<file path="src/rtl/syncnt_timer_if.sv">
// Register/count interface of the programmable timer: control strobes,
// load and write data, and the count/event outputs.
interface syncnt_timer_if #(
  parameter int unsigned W = 9
);
  logic         EN;
  logic         CLR;
  logic         LDL;
  logic [W-1:0] D;
  logic         START;
  logic         MODE;
  logic         WR_TC;
  logic         WR_CMP;
  logic [W-1:0] DIN;
  logic         ACK;
  logic [W-1:0] Q;
  logic [W-1:0] QB;
  logic         CO;
  logic         TC_P;
  logic         CMP_P;
  logic         DONE;
  logic         STAT;

  // Controller side: drives strobes and data, observes count and events
  modport master (
    output EN, CLR, LDL, D, START, MODE, WR_TC, WR_CMP, DIN, ACK,
    input  Q, QB, CO, TC_P, CMP_P, DONE, STAT
  );

  // Timer side
  modport slave (
    input  EN, CLR, LDL, D, START, MODE, WR_TC, WR_CMP, DIN, ACK,
    output Q, QB, CO, TC_P, CMP_P, DONE, STAT
  );
endinterface

</file>
<file path="src/rtl/syncnt_timer.sv">
// W-bit programmable timer: load/clear/start/count with terminal-count
// reload or one-shot hold, compare event, and a sticky terminal-count flag.
module syncnt_timer #(
  parameter int unsigned W = 9
) (
  input logic            CLK,
  input logic            RESETL,
  syncnt_timer_if.slave  bus
);

  typedef enum logic [1:0] {
    IDLE = 2'd0,
    RUN  = 2'd1,
    HOLD = 2'd2
  } state_t;

  localparam logic [W-1:0] ONE = W'(1);

  state_t       state, state_next;
  logic [W-1:0] q, q_next;
  logic [W-1:0] tc_reg, cmp_reg;
  logic         tc_p, tc_p_next;
  logic         cmp_p, cmp_p_next;
  logic         stat, stat_next;
  logic         tc_event;

  // Next-state logic: load > clear > start > count; pulses default low
  always_comb begin
    state_next = state;
    q_next     = q;
    tc_p_next  = 1'b0;
    cmp_p_next = 1'b0;
    tc_event   = 1'b0;
    if (!bus.LDL) begin
      q_next = bus.D;
    end else if (bus.CLR) begin
      q_next     = '0;
      state_next = IDLE;
    end else if (bus.START) begin
      q_next     = '0;
      state_next = RUN;
    end else if (state == RUN && bus.EN) begin
      cmp_p_next = (q == cmp_reg);
      if (q == tc_reg) begin
        tc_p_next = 1'b1;
        tc_event  = 1'b1;
        if (bus.MODE) begin
          state_next = HOLD;
        end else begin
          q_next = '0;
        end
      end else begin
        q_next = q + ONE;
      end
    end
    // A terminal-count event wins over a coincident acknowledge
    stat_next = tc_event | (stat & ~bus.ACK);
  end

  // Count, state, pulse and status registers
  always_ff @(posedge CLK or negedge RESETL) begin
    if (!RESETL) begin
      state <= IDLE;
      q     <= '0;
      tc_p  <= 1'b0;
      cmp_p <= 1'b0;
      stat  <= 1'b0;
    end else begin
      state <= state_next;
      q     <= q_next;
      tc_p  <= tc_p_next;
      cmp_p <= cmp_p_next;
      stat  <= stat_next;
    end
  end

  // Period and compare registers; the compare on a write edge sees the old value
  always_ff @(posedge CLK or negedge RESETL) begin
    if (!RESETL) begin
      tc_reg  <= '1;
      cmp_reg <= '1;
    end else begin
      if (bus.WR_TC)  tc_reg  <= bus.DIN;
      if (bus.WR_CMP) cmp_reg <= bus.DIN;
    end
  end

  assign bus.Q     = q;
  assign bus.QB    = ~q;
  assign bus.CO    = bus.EN & (state == RUN) & (q == '1);
  assign bus.TC_P  = tc_p;
  assign bus.CMP_P = cmp_p;
  assign bus.DONE  = (state == HOLD);
  assign bus.STAT  = stat;

endmodule

</file>
<file path="src/flat_wrapper.sv">
// flat-port wrapper written by rule: the top's interface ports become plain ports
module syncnt_timer_flat 
#(
  parameter int unsigned W = 9
)
  (CLK, RESETL, bus_EN, bus_CLR, bus_LDL, bus_D, bus_START, bus_MODE, bus_WR_TC, bus_WR_CMP, bus_DIN, bus_ACK, bus_Q, bus_QB, bus_CO, bus_TC_P, bus_CMP_P, bus_DONE, bus_STAT);
  syncnt_timer_if #(.W(W)) bus_i ();
  input logic CLK;
  input logic RESETL;
  input wire logic [$bits(bus_i.EN)-1:0] bus_EN;
  input wire logic [$bits(bus_i.CLR)-1:0] bus_CLR;
  input wire logic [$bits(bus_i.LDL)-1:0] bus_LDL;
  input wire logic [$bits(bus_i.D)-1:0] bus_D;
  input wire logic [$bits(bus_i.START)-1:0] bus_START;
  input wire logic [$bits(bus_i.MODE)-1:0] bus_MODE;
  input wire logic [$bits(bus_i.WR_TC)-1:0] bus_WR_TC;
  input wire logic [$bits(bus_i.WR_CMP)-1:0] bus_WR_CMP;
  input wire logic [$bits(bus_i.DIN)-1:0] bus_DIN;
  input wire logic [$bits(bus_i.ACK)-1:0] bus_ACK;
  output wire logic [$bits(bus_i.Q)-1:0] bus_Q;
  output wire logic [$bits(bus_i.QB)-1:0] bus_QB;
  output wire logic [$bits(bus_i.CO)-1:0] bus_CO;
  output wire logic [$bits(bus_i.TC_P)-1:0] bus_TC_P;
  output wire logic [$bits(bus_i.CMP_P)-1:0] bus_CMP_P;
  output wire logic [$bits(bus_i.DONE)-1:0] bus_DONE;
  output wire logic [$bits(bus_i.STAT)-1:0] bus_STAT;
  assign bus_i.EN = bus_EN;
  assign bus_i.CLR = bus_CLR;
  assign bus_i.LDL = bus_LDL;
  assign bus_i.D = bus_D;
  assign bus_i.START = bus_START;
  assign bus_i.MODE = bus_MODE;
  assign bus_i.WR_TC = bus_WR_TC;
  assign bus_i.WR_CMP = bus_WR_CMP;
  assign bus_i.DIN = bus_DIN;
  assign bus_i.ACK = bus_ACK;
  assign bus_Q = bus_i.Q;
  assign bus_QB = bus_i.QB;
  assign bus_CO = bus_i.CO;
  assign bus_TC_P = bus_i.TC_P;
  assign bus_CMP_P = bus_i.CMP_P;
  assign bus_DONE = bus_i.DONE;
  assign bus_STAT = bus_i.STAT;
  syncnt_timer #(.W(W)) u_core (.CLK(CLK), .RESETL(RESETL), .bus(bus_i));
endmodule
</file>
<file path="config.mk">
export PLATFORM = sky130hd
export DESIGN_NAME = syncnt_timer_flat
export DESIGN_NICKNAME = d
export VERILOG_FILES = /design/src/rtl/syncnt_timer_if.sv /design/src/rtl/syncnt_timer.sv /design/src/flat_wrapper.sv
export SDC_FILE = /design/constraint.sdc
export NUM_CORES = 1
export LEC_CHECK = 0
export ABC_CLOCK_PERIOD_IN_PS = 5600
export CAP_MARGIN = 15
export CORE_MARGIN = 8
export CORE_UTILIZATION = 45
export CTS_CLUSTER_SIZE = 20
export DETAILED_ROUTE_END_ITERATION = 7
export GPL_TIMING_DRIVEN = 0
export PLACE_DENSITY = 0.85
export SLEW_MARGIN = 20
export SYNTH_ARGS = -nofsm -noshare
export SYNTH_HDL_FRONTEND = slang
export SYNTH_SLANG_ARGS = --single-unit
</file>
<file path="constraint.sdc">
create_clock -name CLK -period 5.6 [get_ports CLK]
set_input_delay 1.12 -clock CLK [delete_from_list [all_inputs] [get_ports CLK]]
set_output_delay 1.12 -clock CLK [all_outputs]
set_load 0.02 [all_outputs]
</file>
Word-level counts from Yosys, hierarchy flattened
Cells that the tools add are included.
{"block": "classes", "n_addsub": 1, "eq_ne": 7, "mux": 20, "bitwise": 6, "reduce_logical": 6}
{"operator": "$mux W9", "count": 6}
{"operator": "$eq A9 B9 Y1", "count": 2}
{"operator": "$mux W2", "count": 5}
{"operator": "$add A9 B1 Y9 const B", "count": 1}
{"operator": "$eq A9 B9 Y1 const B", "count": 1}
{"operator": "$mux W1", "count": 9}
{"operator": "$not A9 Y9", "count": 1}
{"operator": "$reduce_bool A3 Y1", "count": 3}
{"operator": "$ne A5 B5 Y1 const B", "count": 1}
{"operator": "$ne A4 B2 Y1 const B", "count": 1}
{"operator": "$reduce_and A4 Y1", "count": 1}
{"operator": "$and A1 B1 Y1", "count": 3}
{"operator": "$eq A2 B1 Y1 const B", "count": 1}
{"operator": "$eq A2 B2 Y1 const B", "count": 1}
{"operator": "$reduce_and A2 Y1", "count": 1}
{"operator": "$logic_and A1 B1 Y1", "count": 1}
{"operator": "$not A1 Y1", "count": 1}
{"operator": "$or A1 B1 Y1", "count": 1}
{"block": "word_totals", "regBits": 32, "wordCells": 47}

Depth between registers and ports, before layout
{"block": "logic_depth", "ltp_word": 7, "depth_mapped": 7, "ltp_nobuf": 7}

Worst setup path after synthesis
No wires, ideal clock.
{"block": "synth_path", "path_type": "input to output", "start": "in bus_EN", "end": "out bus_CO", "arrival_time_ps": 1767, "t_required_ps": 4480, "slack_ps": 2713, "path_stages": 3, "cell_sequence": "and3b_1 clkbuf_1 and2_1"}
{"block": "synth_via", "elab_chain_cells": 2}
{"element": "start, declared", "line_no": "flat_wrapper.sv:10", "source": "input wire logic [$bits(bus_i.EN)-1:0] bus_EN;"}
{"element": "$and A1 B1 Y1 (2 in a row)", "line_no": "syncnt_timer.sv:90", "source": "assign bus.CO = bus.EN & (state == RUN) & (q == '1);"}
{"element": "end, declared", "line_no": "flat_wrapper.sv:22", "source": "output wire logic [$bits(bus_i.CO)-1:0] bus_CO;"}
Every way passes these cells.

Worst setup path after layout
Same ends and word-level chain as after synthesis.

==> run_results.csv <==
group,metric,value,unit
status,status,"finished, final reports clean",
routing,vias_per_cell,5.692,
routing,ant_nets,0,
clock_network,cts_tree,"built",
power,p_sw_share,29.19,%
synth,syn-num-nets,203,
setup_path,start_kind,"input pin",
setup_path,path_class,"input pin to output pin",
synth,synth.avg_cell_area,10.65,µm²
synth,ys_ff_latch,32,
setup_path,crit_family,"buffers and inverters",
setup_path,rrSetupSlack,3.39,ns
power,clkPwrFrac,31.0,%
cells_and_area,final_layout_size_suffix_gt1_share,23.58,%
timing,fin_ws,1.572,ns
floorplan,io_pins,51,
clock_network,htreeDepth,2,
timing,finalCritPeriodShare,71.93,%
floorplan,dieArea,0.006399,mm²
cells_and_area,multiInputGateArea,934.6,µm²
floorplan,die_height,80.00,µm
clock_network,root_buffer,"clkbuf_8",
hold_path,min_from,"u_core.state[1]",
power,combPwrFrac,23.4,%
power,p_sw,0.1780,mW
setup_path,endpoint,"bus_CO",
setup_path,worstReg2RegEnd,"u_core.bus.Q[8]",
timing,finalSetupTns,0,ns
setup_path,rr_startpoint,"u_core.bus.Q[1]",
setup_path,worst-path-stages,5,
global_routing,grt_usage,14.90,%
routing,drtPass1Iterations,4,
cells_and_area,fin_nets,258,
cells_and_area,fin_util,62.38,%
floorplan,row_count,23,
timing,period_needed,4.028,ns
setup_path,startpoint,"bus_EN",
clock_network,cts.path.max_buffers,2,
clock_network,cts_sinks,32,
clock_network,worst_skew_pair.late_latency,0.29,ns
synth,synthCells,173,
timing,clock.fmax,0.2482,GHz
power,internal-power,0.4319,mW
timing,rsz0062_at_grt,"no",
power,seq_power_share,45.6,%
power,power_density,246.2,mW/mm²
global_routing,grt_pass1_vias,1483,
setup_path,crit_path_cell_trace,"clkdlybuf4s50_1, and3b_1, clkbuf_1, and2_1, clkdlybuf4s50_1",
setup_path,crit_path_max_incr_delay,0.60,ns
timing,slew_violations,0,
timing,tightest_slew,0.6870,ns
cells_and_area,register_area,823.3,µm²
setup_path,worstPathArrival,2.91,ns
clock_network,cts_setup_buffers,0,
routing,routed_wl,4.581,mm
setup_path,worst-path-buf-inv,3,
placed_design,dpl.hpwl,3.597,mm
timing,slew_headroom,54.20,%
cells_and_area,final_cell_mix,"47 x clkdlybuf4s50_1, 18 x mux2_2, 18 x dfstp_2",
routing,wl_per_cell,16.42,µm
routing,drc,0,
placed_design,dpl_worst_slack,1.590,ns
power,peakVddDrop,0.0001805,V
hold_path,hold_class,"flop to flop",
placed_design,gp_congestion,0.8958,
setup_path,end_kind,"output pin",
setup_path,crit_path_max_fanout,10,
routing,vias,1588,
floorplan,core,0.003971,mm²
cells_and_area,layout_commonest_cell,"clkdlybuf4s50_1",
placed_design,io_buffers,48,
cells_and_area,nFillCells,329,
global_routing,grt_start_max_net_pins,33,
synth,synth_edf_count,0,
global_routing,antenna_found_initial,0,
clock_network,cts-resized-gates,0,
power,p_leak,0.9657,nW
synth,yosysUniqueCellTypes,48,
clock_network,cts_made_buffers,5,
setup_path,path_common_cell,"clkdlybuf4s50_1",
timing,fin_worst_skew,0.007907,ns
clock_network,path_clk_slew,0.07,ns
floorplan,initial_core_util,46.41,%
timing,hold_violations,0,
setup_path,cp_slowest_cell,"clkdlybuf4s50_1",
synth,synth_area,0.001843,mm²
flow_run,maxCapViolCount,0,
synth,yosysWarningCount,0,
clock_network,postCtsHoldBufs,0,
global_routing,grt_pass1_wl,7.362,mm
synth,synthFlopType,"dfstp_2",
timing,finalSetupViolCount,0,
cells_and_area,syn2layout_area_growth,34.42,%
synth,yosysSeqAreaShare,44.67,%
synth,ys_async_sr_fraction,100.0,%
setup_path,crit_required,4.48,ns
cells_and_area,antenna_cells,0,
floorplan,die_w,80.00,µm
setup_path,reg2reg_depth,7,
routing,drtIter0Drc,166,
global_routing,overflow,0,
how the worst min path moves through the flow:
stage | to | slack (ns) | depth (start not counted)
after global placement | u_core.state[1] | 0.52 | 1
final | u_core.state[1] | 0.53 | 1
after floorplan | u_core.state[1] | 0.49 | 1
after detailed placement | u_core.state[1] | 0.50 | 1
after global routing | u_core.state[1] | 0.54 | 1
after CTS | u_core.state[1] | 0.53 | 1
Yosys cell counts, drive strengths merged (2+ instances only):
master | n | area share (%)
dfstp | 18 | 26
mux2 | 18 | 11
dfrtp | 14 | 19
nand2 | 13 | 2.6
inv | 12 | 2.4
xnor2 | 11 | 5.2
nand3 | 8 | 2.4
xor2 | 7 | 3.3
nor2 | 5 | 1.0
o21ai | 5 | 1.4
clkbuf | 4 | 0.88
o311ai | 4 | 1.9
a21oi | 3 | 0.81
a311oi | 3 | 1.4
buf | 3 | 1.3
nor2b | 3 | 1.0
nor3 | 3 | 0.81
nor4 | 3 | 1.0
o41ai | 3 | 1.4
or3 | 3 | 1.0
a2111oi | 2 | 1.3
a21o | 2 | 0.81
a32o | 2 | 1.1
and2 | 2 | 0.68
and3 | 2 | 0.68
and4 | 2 | 1.1
ha | 2 | 1.4
nand4 | 2 | 0.68
power by group through the flow:
| stage | sequential, mW | combinational (mW) | clock (mW) |
|---|---|---|---|
| finish | 0.278 | 0.143 | 0.189 |
| global route | 0.282 | 0.156 | 0.208 |
| CTS | 0.279 | 0.144 | 0.194 |
| detailed placement | 0.283 | 0.143 | 0 |
| global placement | 0.282 | 0.142 | 0 |
| floorplan | 0.283 | 0.0797 | 0 |
cell families after synthesis:
group / share of synthesized area (%)
AO/OA/AOI/OAI: 14.66
adder cells (fa/ha/maj): 1.358
AND/OR/NAND/NOR: 15.14
flip-flops: 44.67
multiplexers: 11.00
XOR/XNOR: 8.554
buffers and inverters: 4.616
routing by layer:
| metal | vias to the layer above | share of wire [%] | GRT usage, % | routed length [µm] |
|---|---|---|---|---|
| li1 | 757 | - | - | - |
| met1 | 753 | 43 | 18.02 | 1948 |
| met2 | 72 | 47 | 23.28 | 2142 |
| met3 | 6 | 9.4 | 5.518 | 429 |
| met4 | 0 | 1.3 | 6.000 | 61 |
| met5 | - | 0 | 0 | 0 |
layout make-up:
class,instances,area share [%]
inverter,12,1.818
clock inverter,2,0.5556
clock buffer,6,3.333
sequential,32,33.23
buffer,7,1.616
tap,50,2.525
timing repair buffer,48,19.19
multi-input combinational,122,37.73
stage by stage:
| stage | total power, mW | instance area (µm²) | cells | hold WS (ns) |
|---|---|---|---|---|
| 3_3_place_gp | 0.4233 | 2386 | 271 | 0.5190 |
| 2_1_floorplan | 0.3630 | 1843 | 173 | 0.4854 |
| 3_5_place_dp | 0.4260 | 2381 | 271 | 0.5024 |
| 6_report | 0.6099 | 2477 | 279 | 0.5267 |
| 5_1_grt | 0.6456 | 2477 | 279 | 0.5438 |
| 4_1_cts | 0.6163 | 2477 | 279 | 0.5277 |
No activity file was read; power rests on OpenSTA's default activity.
